[config.mk]
export PLATFORM = sky130hd
export DESIGN_NAME = mem_port_arbiter
export DESIGN_NICKNAME = d
export VERILOG_FILES = /design/src/rtl/mem_port_arbiter.sv
export SDC_FILE = /design/constraint.sdc
export NUM_CORES = 1
export LEC_CHECK = 0
export ABC_AREA = 1
export CORE_ASPECT_RATIO = 0.6
export CORE_MARGIN = 2
export CORE_UTILIZATION = 40
export CTS_BUF_LIST = sky130_fd_sc_hd__clkbuf_8
export DETAILED_ROUTE_END_ITERATION = 16
export GPL_TIMING_DRIVEN = 0
export PLACE_DENSITY = 0.76
export RECOVER_POWER = 50
export SLEW_MARGIN = 25
export SYNTH_ARGS = -nofsm -noshare
export SYNTH_HDL_FRONTEND = slang
export SYNTH_SLANG_ARGS = --single-unit
[constraint.sdc]
create_clock -name clk -period 1.55 [get_ports clk]
set_input_delay 0.31 -clock clk [delete_from_list [all_inputs] [get_ports clk]]
set_output_delay 0.31 -clock clk [all_outputs]
set_load 0.01 [all_outputs]
[src/rtl/mem_port_arbiter.sv]
// Round-robin arbiter sharing one single-port memory between instruction fetch and load/store.
// One access is in flight at a time; the granted port sees a one-cycle ack with its read data.
module mem_port_arbiter #(
   parameter int ADDR_WIDTH  = 16,
   parameter int DATA_WIDTH  = 32,
   parameter int MEM_LATENCY = 2
) (
   input  logic                  clk,
   input  logic                  rst_n,
   input  logic                  if_req,
   input  logic [ADDR_WIDTH-1:0] if_addr,
   output logic [DATA_WIDTH-1:0] if_rdata,
   output logic                  if_ack,
   input  logic                  dm_req,
   input  logic                  dm_we,
   input  logic [ADDR_WIDTH-1:0] dm_addr,
   input  logic [DATA_WIDTH-1:0] dm_wdata,
   output logic [DATA_WIDTH-1:0] dm_rdata,
   output logic                  dm_ack,
   output logic                  mem_en,
   output logic                  mem_we,
   output logic [ADDR_WIDTH-1:0] mem_addr,
   output logic [DATA_WIDTH-1:0] mem_wdata,
   input  logic [DATA_WIDTH-1:0] mem_rdata,
   output logic                  busy
);

   localparam int CNT_W = 3;

   typedef enum logic [1:0] {
      IDLE  = 2'd0,
      ISSUE = 2'd1,
      WAIT  = 2'd2,
      RESP  = 2'd3
   } state_t;

   state_t                state_q, state_d;
   logic                  port_q, port_d;   // 1 = data port owns the current transaction
   logic                  last_q, last_d;   // 1 = data port was granted last
   logic                  we_q, we_d;
   logic [CNT_W-1:0]      cnt_q, cnt_d;
   logic                  mem_en_q, mem_en_d;
   logic                  mem_we_q, mem_we_d;
   logic [ADDR_WIDTH-1:0] mem_addr_q, mem_addr_d;
   logic [DATA_WIDTH-1:0] mem_wdata_q, mem_wdata_d;
   logic [DATA_WIDTH-1:0] if_rdata_q, if_rdata_d;
   logic [DATA_WIDTH-1:0] dm_rdata_q, dm_rdata_d;
   logic                  if_ack_q, if_ack_d;
   logic                  dm_ack_q, dm_ack_d;
   logic                  busy_q, busy_d;

   logic grant_any;
   logic grant_dm;

   // On a tie the port that was not served last wins.
   assign grant_any = if_req | dm_req;
   assign grant_dm  = dm_req & (~if_req | ~last_q);

   always_ff @(posedge clk or negedge rst_n) begin
      if (!rst_n) begin
         state_q     <= IDLE;
         port_q      <= 1'b0;
         last_q      <= 1'b1;
         we_q        <= 1'b0;
         cnt_q       <= '0;
         mem_en_q    <= 1'b0;
         mem_we_q    <= 1'b0;
         mem_addr_q  <= '0;
         mem_wdata_q <= '0;
         if_rdata_q  <= '0;
         dm_rdata_q  <= '0;
         if_ack_q    <= 1'b0;
         dm_ack_q    <= 1'b0;
         busy_q      <= 1'b0;
      end else begin
         state_q     <= state_d;
         port_q      <= port_d;
         last_q      <= last_d;
         we_q        <= we_d;
         cnt_q       <= cnt_d;
         mem_en_q    <= mem_en_d;
         mem_we_q    <= mem_we_d;
         mem_addr_q  <= mem_addr_d;
         mem_wdata_q <= mem_wdata_d;
         if_rdata_q  <= if_rdata_d;
         dm_rdata_q  <= dm_rdata_d;
         if_ack_q    <= if_ack_d;
         dm_ack_q    <= dm_ack_d;
         busy_q      <= busy_d;
      end
   end

   always_comb begin
      state_d = state_q;
      case (state_q)
         IDLE:    if (grant_any) state_d = ISSUE;
         ISSUE:   state_d = we_q ? RESP : WAIT;
         WAIT:    if (cnt_q == '0) state_d = RESP;
         RESP:    state_d = IDLE;
         default: state_d = IDLE;
      endcase
   end

   // Computes the next value of every registered output and datapath register.
   always_comb begin
      port_d      = port_q;
      last_d      = last_q;
      we_d        = we_q;
      cnt_d       = cnt_q;
      mem_en_d    = 1'b0;
      mem_we_d    = 1'b0;
      mem_addr_d  = mem_addr_q;
      mem_wdata_d = mem_wdata_q;
      if_rdata_d  = if_rdata_q;
      dm_rdata_d  = dm_rdata_q;
      if_ack_d    = 1'b0;
      dm_ack_d    = 1'b0;
      busy_d      = (state_d != IDLE);
      case (state_q)
         IDLE: begin
            if (grant_any) begin
               port_d      = grant_dm;
               last_d      = grant_dm;
               we_d        = grant_dm & dm_we;
               mem_addr_d  = grant_dm ? dm_addr : if_addr;
               mem_wdata_d = grant_dm ? dm_wdata : '0;
               mem_en_d    = 1'b1;
               mem_we_d    = grant_dm & dm_we;
            end
         end
         ISSUE: begin
            if (we_q) begin
               dm_ack_d = port_q;
               if_ack_d = ~port_q;
            end else begin
               cnt_d = CNT_W'(MEM_LATENCY - 1);
            end
         end
         WAIT: begin
            if (cnt_q == '0) begin
               if (port_q) begin
                  dm_rdata_d = mem_rdata;
                  dm_ack_d   = 1'b1;
               end else begin
                  if_rdata_d = mem_rdata;
                  if_ack_d   = 1'b1;
               end
            end else begin
               cnt_d = cnt_q - CNT_W'(1);
            end
         end
         default: ;
      endcase
   end

   assign if_rdata  = if_rdata_q;
   assign if_ack    = if_ack_q;
   assign dm_rdata  = dm_rdata_q;
   assign dm_ack    = dm_ack_q;
   assign mem_en    = mem_en_q;
   assign mem_we    = mem_we_q;
   assign mem_addr  = mem_addr_q;
   assign mem_wdata = mem_wdata_q;
   assign busy      = busy_q;

endmodule

### Word level (Yosys, flattened, before mapping)

Index checks and enable logic that the tools add are counted.

* add/subtract/negate cells: 1
* equality and inequality tests: 5
* multiplexer cells: 21
* bitwise operators: 7
* reduce and logical (&&, ||, !) cells: 8

Operator list (number)
* $mux W32: 1
* $mux W16: 1
* $mux W1: 11
* $reduce_and A3 Y1: 3
* $pmux W2 S4: 1
* $mux W3: 2
* $pmux W3 S2: 1
* $eq A2 B2 Y1 const B: 2
* $mux W2: 2
* $ne A2 B2 Y1 const B: 2
* $pmux W1 S2: 2
* $reduce_bool A2 Y1: 2
* $logic_not A3 Y1: 1
* $not A1 Y1: 3
* $sub A3 B1 Y3 const B: 1
* $and A1 B1 Y1: 2
* $eq A2 B1 Y1 const B: 1
* $logic_not A2 Y1: 1
* $or A1 B1 Y1: 2
* $reduce_and A2 Y1: 1

* register bits: 125
* output and inout bits: 117
* word-level logic and storage cells: 56

### Logic depth before layout (Yosys ltp)

Gate-level depths: netlist of run 1.

* depth in word-level cells: 6
* gate-level depth with buffers: 9
* gate-level depth less buffers: 8

### Least setup slack after synthesis of run 1

OpenSTA, ideal clock, no wires.

* path type: reg-to-reg
* from: reg cnt_q[0]
* to: reg if_rdata_q[11] (netlist: if_rdata[11])
* setup time: 0.126 ns
* data arrival time: 1.277 ns
* required time: 1.424 ns
* setup slack: 0.148 ns
* stages on the path, launching flop included: 9
* period minus slack after synthesis: 1.402 ns
* path through: dfrtp_1 > inv_1 > ha_1 > ha_1 > nand2_2 > inv_2 > nand2_2 > clkbuf_2 > o21ai_0

* word-level cells in the longest chain between the ends: 2

Ends and longest elaborated chain
* start, declared: line 41 `logic [CNT_W-1:0] cnt_q, cnt_d;`
* start signal, assigned: line 80 `cnt_q <= cnt_d;`
* $logic_not A3 Y1: line 140 `if (cnt_q == '0) begin`
* $reduce_and A3 Y1 (no line)
* end signal, assigned: line 85 `if_rdata_q <= if_rdata_d;`
* end, declared: line 46 `logic [DATA_WIDTH-1:0] if_rdata_q, if_rdata_d;`

No other way between the ends.
A chain may end at the register's enable or synchronous reset.

### Worst setup path in the final report of run 1

* from: reg cnt_q[0]
* to: reg if_rdata_q[18] (netlist: if_rdata[18])

The elaborated chain is that of the path after synthesis.

==> flow_metrics.py, run 1 <==
metrics = {
    "run_status": {
        "outcome": "complete, no violations",
    },
    "synth": {
        "syn_area_sq_mm": 0.005076,
        "synthArstFlopShare_pct": 100.0,
        "synthTopCellsByArea": "dfrtp_1 61%, nand2_1 17%, o21ai_0 5.9%",
        "synth_top_area_share_pct": 61.13,
        "netlist_instances": 580,
        "synth_compound_area_share_pct": 6.680,
        "synth-simple-area-share_pct": 21.94,
        "synth_edf_count": 0,
        "synth_most_common_cell": "nand2_1",
        "synth_cell_types": 19,
        "synth_top_family_by_area": "simple AND/OR/NAND/NOR gates",
        "synth_common_cells": "229 x nand2_1, 124 x dfrtp_1, 78 x inv_1, 60 x o21ai_0, 36 x nand3_1",
        "synth_ff_type": "dfrtp_1",
        "yosysTopAreaCell": "dfrtp_1",
        "avgSynthCellArea_sq_um": 8.752,
        "yosysSeqAreaShare_pct": 61.65,
        "ys_ff_latch": 125,
        "synthAdderAreaFrac_pct": 1.232,
        "synth-warning-count": 0,
        "syn_nets": 686,
        "synth_xor_area_share_pct": 0,
        "muxShareOfSynthArea_pct": 0,
    },
    "global_routing": {
        "met1_usage_pct": 29.62,
        "gr-usage-met3_pct": 7.085,
        "grt_antenna_before_repair": 0,
        "grt_pass1_vias": 4936,
        "grt_pass1_wl_um": 24270,
        "grt_max_degree": 84,
        "grt.busiest_layer": "met2",
        "grt_overflow_total": 0,
        "use_met2_pct": 35.97,
        "track_usage_pct": 22.49,
    },
    "sta": {
        "hold_violations": 0,
        "max_freq_ghz": 0.6652,
        "tightest_slew_ns": 0.4432,
        "min_period_over_period_pct": 96.99,
        "period_needed_ns": 1.503,
        "slew_violations": 0,
        "finClkSkew_ns": 0.01495,
        "slew_headroom_pct": 70.46,
        "whs_ns": 0.3782,
        "setup_viol": 0,
        "setup_ws_ns": 0.04665,
    },
    "final_layout": {
        "nets": 933,
        "nFillCells": 1075,
        "syn2layout_area_growth_pct": 56.17,
        "final_layout_size_suffix_gt1_share_pct": 10.12,
        "utilization_pct": 64.88,
        "antenna_cells": 0,
        "final_cell_area_sq_mm": 0.007928,
    },
    "setup_path": {
        "ff2ff_setup_slack_ns": 0.05,
        "cp-startpoint": "cnt_q[0]",
        "critPathKind": "flop to flop",
        "reg2reg_from": "cnt_q[0]",
        "reg2reg_depth": 10,
        "crit_arrival_ns": 1.79,
        "worst-path-max-fanout": 6,
        "start_kind": "flop",
        "crit_end": "if_rdata[18]",
        "worstPathRequired_ns": 1.84,
        "end_kind": "flop",
        "r2r-end": "if_rdata[18]",
    },
    "placement": {
        "port-buffer-count": 217,
        "post_dp_cell_area_sq_mm": 0.007487,
        "pre_cts_slack_ns": -0.2266,
        "place_hpwl_um": 10820,
        "globalplace.congestion": 0.8106,
    },
    "floorplanning": {
        "ios": 218,
        "start_util_pct": 41.55,
        "rows": 31,
        "die_area_sq_mm": 0.01364,
        "core_sq_mm": 0.01222,
        "die_h_um": 91.26,
        "die_w_um": 149.4,
    },
    "clocking": {
        "clock_latency_ns": 0.41,
        "ctsRootBufferMaster": "clkbuf_8",
        "cts_num_sinks": 125,
        "cts_inserted_buffers": 17,
        "clockBufferDepth": 2,
        "clkTransAtPathRegs_ns": 0.07,
        "cts_max_level": 4,
        "cts_tree": "built",
    },
    "job": {
        "drv_cap": 0,
    },
    "power_and_ir_drop": {
        "p_comb_share_pct": 44.4,
        "power.switching_mw": 5.723,
        "p_int_mw": 9.271,
        "leakage_nw": 4.366,
        "powerDensity_mw_per_mm2": 1891,
        "p_clk_share_pct": 17.2,
        "swShare_pct": 38.17,
        "pwr-share-seq_pct": 38.4,
        "ir_worst_vdd_mv": 0.8233,
    },
    "drt": {
        "drcViolationCount": 0,
        "wl_per_cell_um": 14.75,
        "drt-initial-drc-count": 208,
        "vias": 4703,
        "avgViaCountPerCell": 4.680,
        "ant_nets": 0,
        "wl_um": 14830,
        "first_pass_iters": 4,
    },
    "hold_path": {
        "min_path_type": "input pin to async pin",
    },
}
==> cell usage in the layout, fill, tap and decap left out, types with 2 or more instances in the layout <==
master             n
dlygate4sd2_1    117
buf_4             14
dfrtp_1          124
ha_4               3
o21ai_2            5
nand3_1           36
clkinv_2           2
clkbuf_8          20
nand2_2            5
o21ai_0           40
clkdlybuf4s50_1   99
buf_6              3
clkbuf_1           2
o21ai_1           22
buf_8              2
nand2_1          226
clkbuf_4           7
inv_1             82
inv_2              3
nor2_1             4
buf_2              7
nand2_4            2
clkinvlp_4         2
==> critical path: stages (launching register included) <==
cell and delay (ns):
dfrtp_1 0.41, inv_2 0.09, ha_4 0.14, ha_4 0.14, nand2_4 0.06, inv_6 0.08
nand2_8 0.07, buf_6 0.15, buf_6 0.13, nand2_1 0.07, o21ai_2 0.05
==> logic make-up (layout without fill, tap and decap cells) <==
| group | after synthesis | after routing |
|---|---|---|
| buffers and inverters | 106 | 366 |
| adder cells (fa/ha/maj) | 5 | 5 |
| flip-flops | 125 | 125 |
| AND/OR/NAND/NOR | 277 | 277 |
| AO/OA/AOI/OAI | 67 | 67 |
==> metal layers <==
layer  share of wire, %  vias up
li1                   -     2274
met1                 46     2278
met2                 47      149
met3                7.3        2
met4               0.11        0
met5                  0        -
==> flip-flops by register name (all words and copies together), names as in the netlist <==
register   cells
mem_wdata     32
mem_addr      16
dm_rdata      32
busy           1
mem_we         1
if_rdata      32
last_q         1
port_q         1
if_ack         1
dm_ack         1
we_q           1
state_q        2
mem_en         1
cnt_q          3
==> power by group through the flow <==
stage | Combinational, mW | Clock [mW] | Sequential (mW)
2_1_floorplan | 2.36 | 0 | 6.44
3_3_place_gp | 7.06 | 0 | 5.75
3_5_place_dp | 7.27 | 0 | 5.81
4_1_cts | 6.53 | 2.66 | 5.75
5_1_grt | 7.38 | 2.79 | 5.96
6_report | 6.66 | 2.57 | 5.76
==> what timing repair did <==
item	CTS	global route
setup buffers	6	2
resized for setup	147	35
gates cloned	1	0
hold endpoints to repair	42	0
setup endpoints to repair	185	81
hold buffers	1	0
pin swaps	5	1
==> worst min path at each step <==
stage / slack (ns) / from / endpoint
finish: 0.38 / rst_n / mem_wdata[17]
global route: 0.37 / rst_n / mem_wdata[17]
CTS: 0.36 / rst_n / dm_rdata[31]
detailed placement: 0.22 / rst_n / mem_wdata[27]
global placement: 0.46 / port_q / if_ack
floorplan: 0.01 / rst_n / busy
==> stage by stage <==
stage | std cells | power [mW] | setup TNS, ns
2_1_floorplan | 580 | 8.795 | 0
3_3_place_gp | 962 | 12.81 | -564.10
3_5_place_dp | 963 | 13.08 | -15.61
4_1_cts | 1003 | 14.93 | 0
5_1_grt | 1005 | 16.13 | -0.02115
6_report | 1005 | 14.99 | 0
==> layout make-up <==
type | instances | area [sq um] | share of cell area, %
buffer | 25 | 180.2 | 2.273
tap | 165 | 206.4 | 2.604
inverter | 81 | 311.5 | 3.930
clock buffer | 20 | 275.3 | 3.472
clock inverter | 12 | 86.33 | 1.089
multi-input combinational | 349 | 1602 | 20.20
sequential | 125 | 3129 | 39.47
timing repair buffer | 228 | 2137 | 26.96
(Power assumes the default switching activity.)
==> run 2: changes to the inputs <==
Settings changed: SKIP_CTS_REPAIR_TIMING set to 1.
==> run 2 against run 1 <==
- first-iteration DRC count grew 14%
- count of clock-buffer cells in the layout is the same
- wire length grew 5.3%
- highest routed layer unchanged
- hold slack lost 0.0063 ns
- sequential power grew 0.7%
- core utilization grew 4.8 points
==> flow_metrics.py, run 2 (same netlist as run 1, synthesis figures left out) <==
metrics = {
    "final_layout": {
        "final_layout_size_suffix_gt1_share_pct": 9.941,
        "seq_area_sq_mm": 0.003129,
        "antenna_cells": 0,
        "final_cell_area_sq_mm": 0.008509,
        "most-common-layout-cells": "229 x nand2_1, 124 x dfrtp_1, 115 x dlymetal6s2s_1, 99 x clkdlybuf4s50_1, 81 x inv_1",
        "multi_input_area_sq_mm": 0.001628,
        "nFillCells": 943,
        "final_common_cell": "nand2_1",
        "syn2layout_area_growth_pct": 67.64,
        "nets": 938,
    },
    "floorplanning": {
        "core_sq_mm": 0.01222,
        "die_area_sq_mm": 0.01364,
        "die_w_um": 149.4,
        "start_util_pct": 41.55,
        "die_h_um": 91.26,
        "ios": 218,
        "rows": 31,
    },
    "power_and_ir_drop": {
        "p_clk_share_pct": 16.3,
        "p_total_mw": 15.98,
        "p_int_mw": 10.06,
        "power.switching_mw": 5.917,
        "leakage_nw": 5.511,
        "ir_worst_vdd_mv": 0.8725,
        "powerDensity_mw_per_mm2": 1877,
        "pwr-share-seq_pct": 36.3,
        "swShare_pct": 37.04,
        "p_comb_share_pct": 47.4,
    },
    "drt": {
        "drt-initial-drc-count": 237,
        "ant_nets": 0,
        "drcViolationCount": 0,
        "avgViaCountPerCell": 4.743,
        "first_pass_iters": 5,
        "wl_per_cell_um": 15.46,
        "vias": 4790,
        "wl_um": 15620,
    },
    "sta": {
        "finClkSkew_ns": 0.01609,
        "period_needed_ns": 1.520,
        "slew_violations": 0,
        "tightest_slew_ns": 0.4478,
        "whs_ns": 0.3718,
        "min_period_over_period_pct": 98.06,
        "hold_violations": 0,
        "setup_viol": 0,
        "slew_headroom_pct": 70.15,
        "fin_tns_setup_ns": 0,
        "max_freq_ghz": 0.6579,
        "setup_ws_ns": 0.03000,
    },
    "setup_path": {
        "path_cells": "inv_2 > ha_4 > ha_4 > nand2_8 > clkinv_8 > buf_12 > nand2_8 > buf_8 > nand2_1 > o21ai_0",
        "crit_arrival_ns": 1.81,
        "critPathSlowestCell": "dfrtp_1",
        "critPathBufInv": 4,
        "path_delay_family": "buffers and inverters",
        "ff2ff_setup_slack_ns": 0.03,
        "end_kind": "flop",
        "start_kind": "flop",
        "worst-path-max-fanout": 5,
        "cpPeakStageDelay_ns": 0.41,
        "critPathKind": "flop to flop",
        "worstPathRequired_ns": 1.84,
    },
    "placement": {
        "port-buffer-count": 217,
        "place_hpwl_um": 10820,
        "post_dp_cell_area_sq_mm": 0.007487,
        "pre_cts_slack_ns": -0.2266,
        "globalplace.congestion": 0.8106,
    },
    "clocking": {
        "ctsRootBufferMaster": "clkbuf_8",
        "cts_inserted_buffers": 17,
        "clockBufferDepth": 2,
        "cts_tree": "built",
        "cts_max_level": 4,
        "cts_num_sinks": 125,
        "clkTransAtPathRegs_ns": 0.07,
        "clock_latency_ns": 0.42,
    },
    "global_routing": {
        "grt_pass1_vias": 4859,
        "grt_antenna_before_repair": 0,
        "grt_max_degree": 84,
        "grt_pass1_wl_um": 23890,
        "grt_overflow_total": 0,
        "track_usage_pct": 22.12,
    },
    "hold_path": {
        "min_path_type": "input pin to async pin",
    },
    "run_status": {
        "outcome": "complete, no violations",
    },
    "job": {
        "drv_cap": 0,
    },
}
-- run 2: changes by cell type in the layout (fill, tap and decap cells not counted), moves of 2 or more --
cell / before / now
o21ai_2: 5 / 1
buf_6: 3 / 5
nand2_1: 226 / 229
clkbuf_16: 0 / 3
dlygate4sd2_1: 117 / 0
nand2_8: 1 / 4
buf_8: 2 / 5
nand2_2: 5 / 2
dlymetal6s2s_1: 0 / 115
o21ai_0: 40 / 46
o21ai_1: 22 / 20
clkbuf_4: 7 / 4
buf_4: 14 / 12
-- run 2: worst reg2reg max path, cell delays in order (launching register included) --
cell	delay [ns]
dfrtp_1	0.41
inv_2	0.09
ha_4	0.14
ha_4	0.16
nand2_8	0.07
clkinv_8	0.08
buf_12	0.11
nand2_8	0.06
buf_8	0.15
nand2_1	0.06
o21ai_0	0.08
-- run 2: cell type report --
| type | count | share of cell area (%) |
|---|---|---|
| multi-input cells | 351 | 19.13 |
| plain buffers | 25 | 2.514 |
| well taps | 165 | 2.426 |
| inverters | 81 | 3.749 |
| clock inverters | 12 | 1.015 |
| clock buffers | 20 | 3.235 |
| flip-flops and latches | 125 | 36.77 |
| repair buffers | 231 | 31.16 |
-- run 2: power by group through the flow --
| stage | Clock (mW) | Combinational [mW] | Sequential [mW] |
|---|---|---|---|
| floorplan | 0 | 2.36 | 6.44 |
| global placement | 0 | 7.06 | 5.75 |
| detailed placement | 0 | 7.27 | 5.81 |
| CTS | 2.66 | 7.29 | 5.80 |
| global route | 2.80 | 8.30 | 5.99 |
| finish | 2.60 | 7.57 | 5.80 |
-- run 2: routing by layer --
| metal | vias to the layer above | wire (um) | global-route usage, % |
|---|---|---|---|
| met5 | - | 0 | 0 |
| met4 | 0 | 199 | 6.429 |
| met3 | 14 | 1117 | 7.337 |
| met2 | 157 | 7264 | 34.63 |
| met1 | 2333 | 7037 | 29.39 |
| li1 | 2286 | - | - |
-- run 2: worst paths after layout --
kind | cells after the start | endpoint | from
max | 10 | dm_rdata[4] | cnt_q[0]
min | 2 | mem_wdata[27] | rst_n
min in group clk | 3 | mem_wdata[23] | dm_wdata[23]
max in group asynchronous | 3 | dm_rdata[2] | rst_n
min reg2reg | 2 | mem_wdata[8] | mem_wdata[8]
max reg2reg | 10 | dm_rdata[4] | cnt_q[0]
-- run 2: through the flow --
stage          utilization (%)  instances
2_1_floorplan                -        580
3_3_place_gp             61.01        962
3_5_place_dp             61.28        963
4_1_cts                  64.24        995
5_1_grt                  69.65       1010
6_report                 69.65       1010
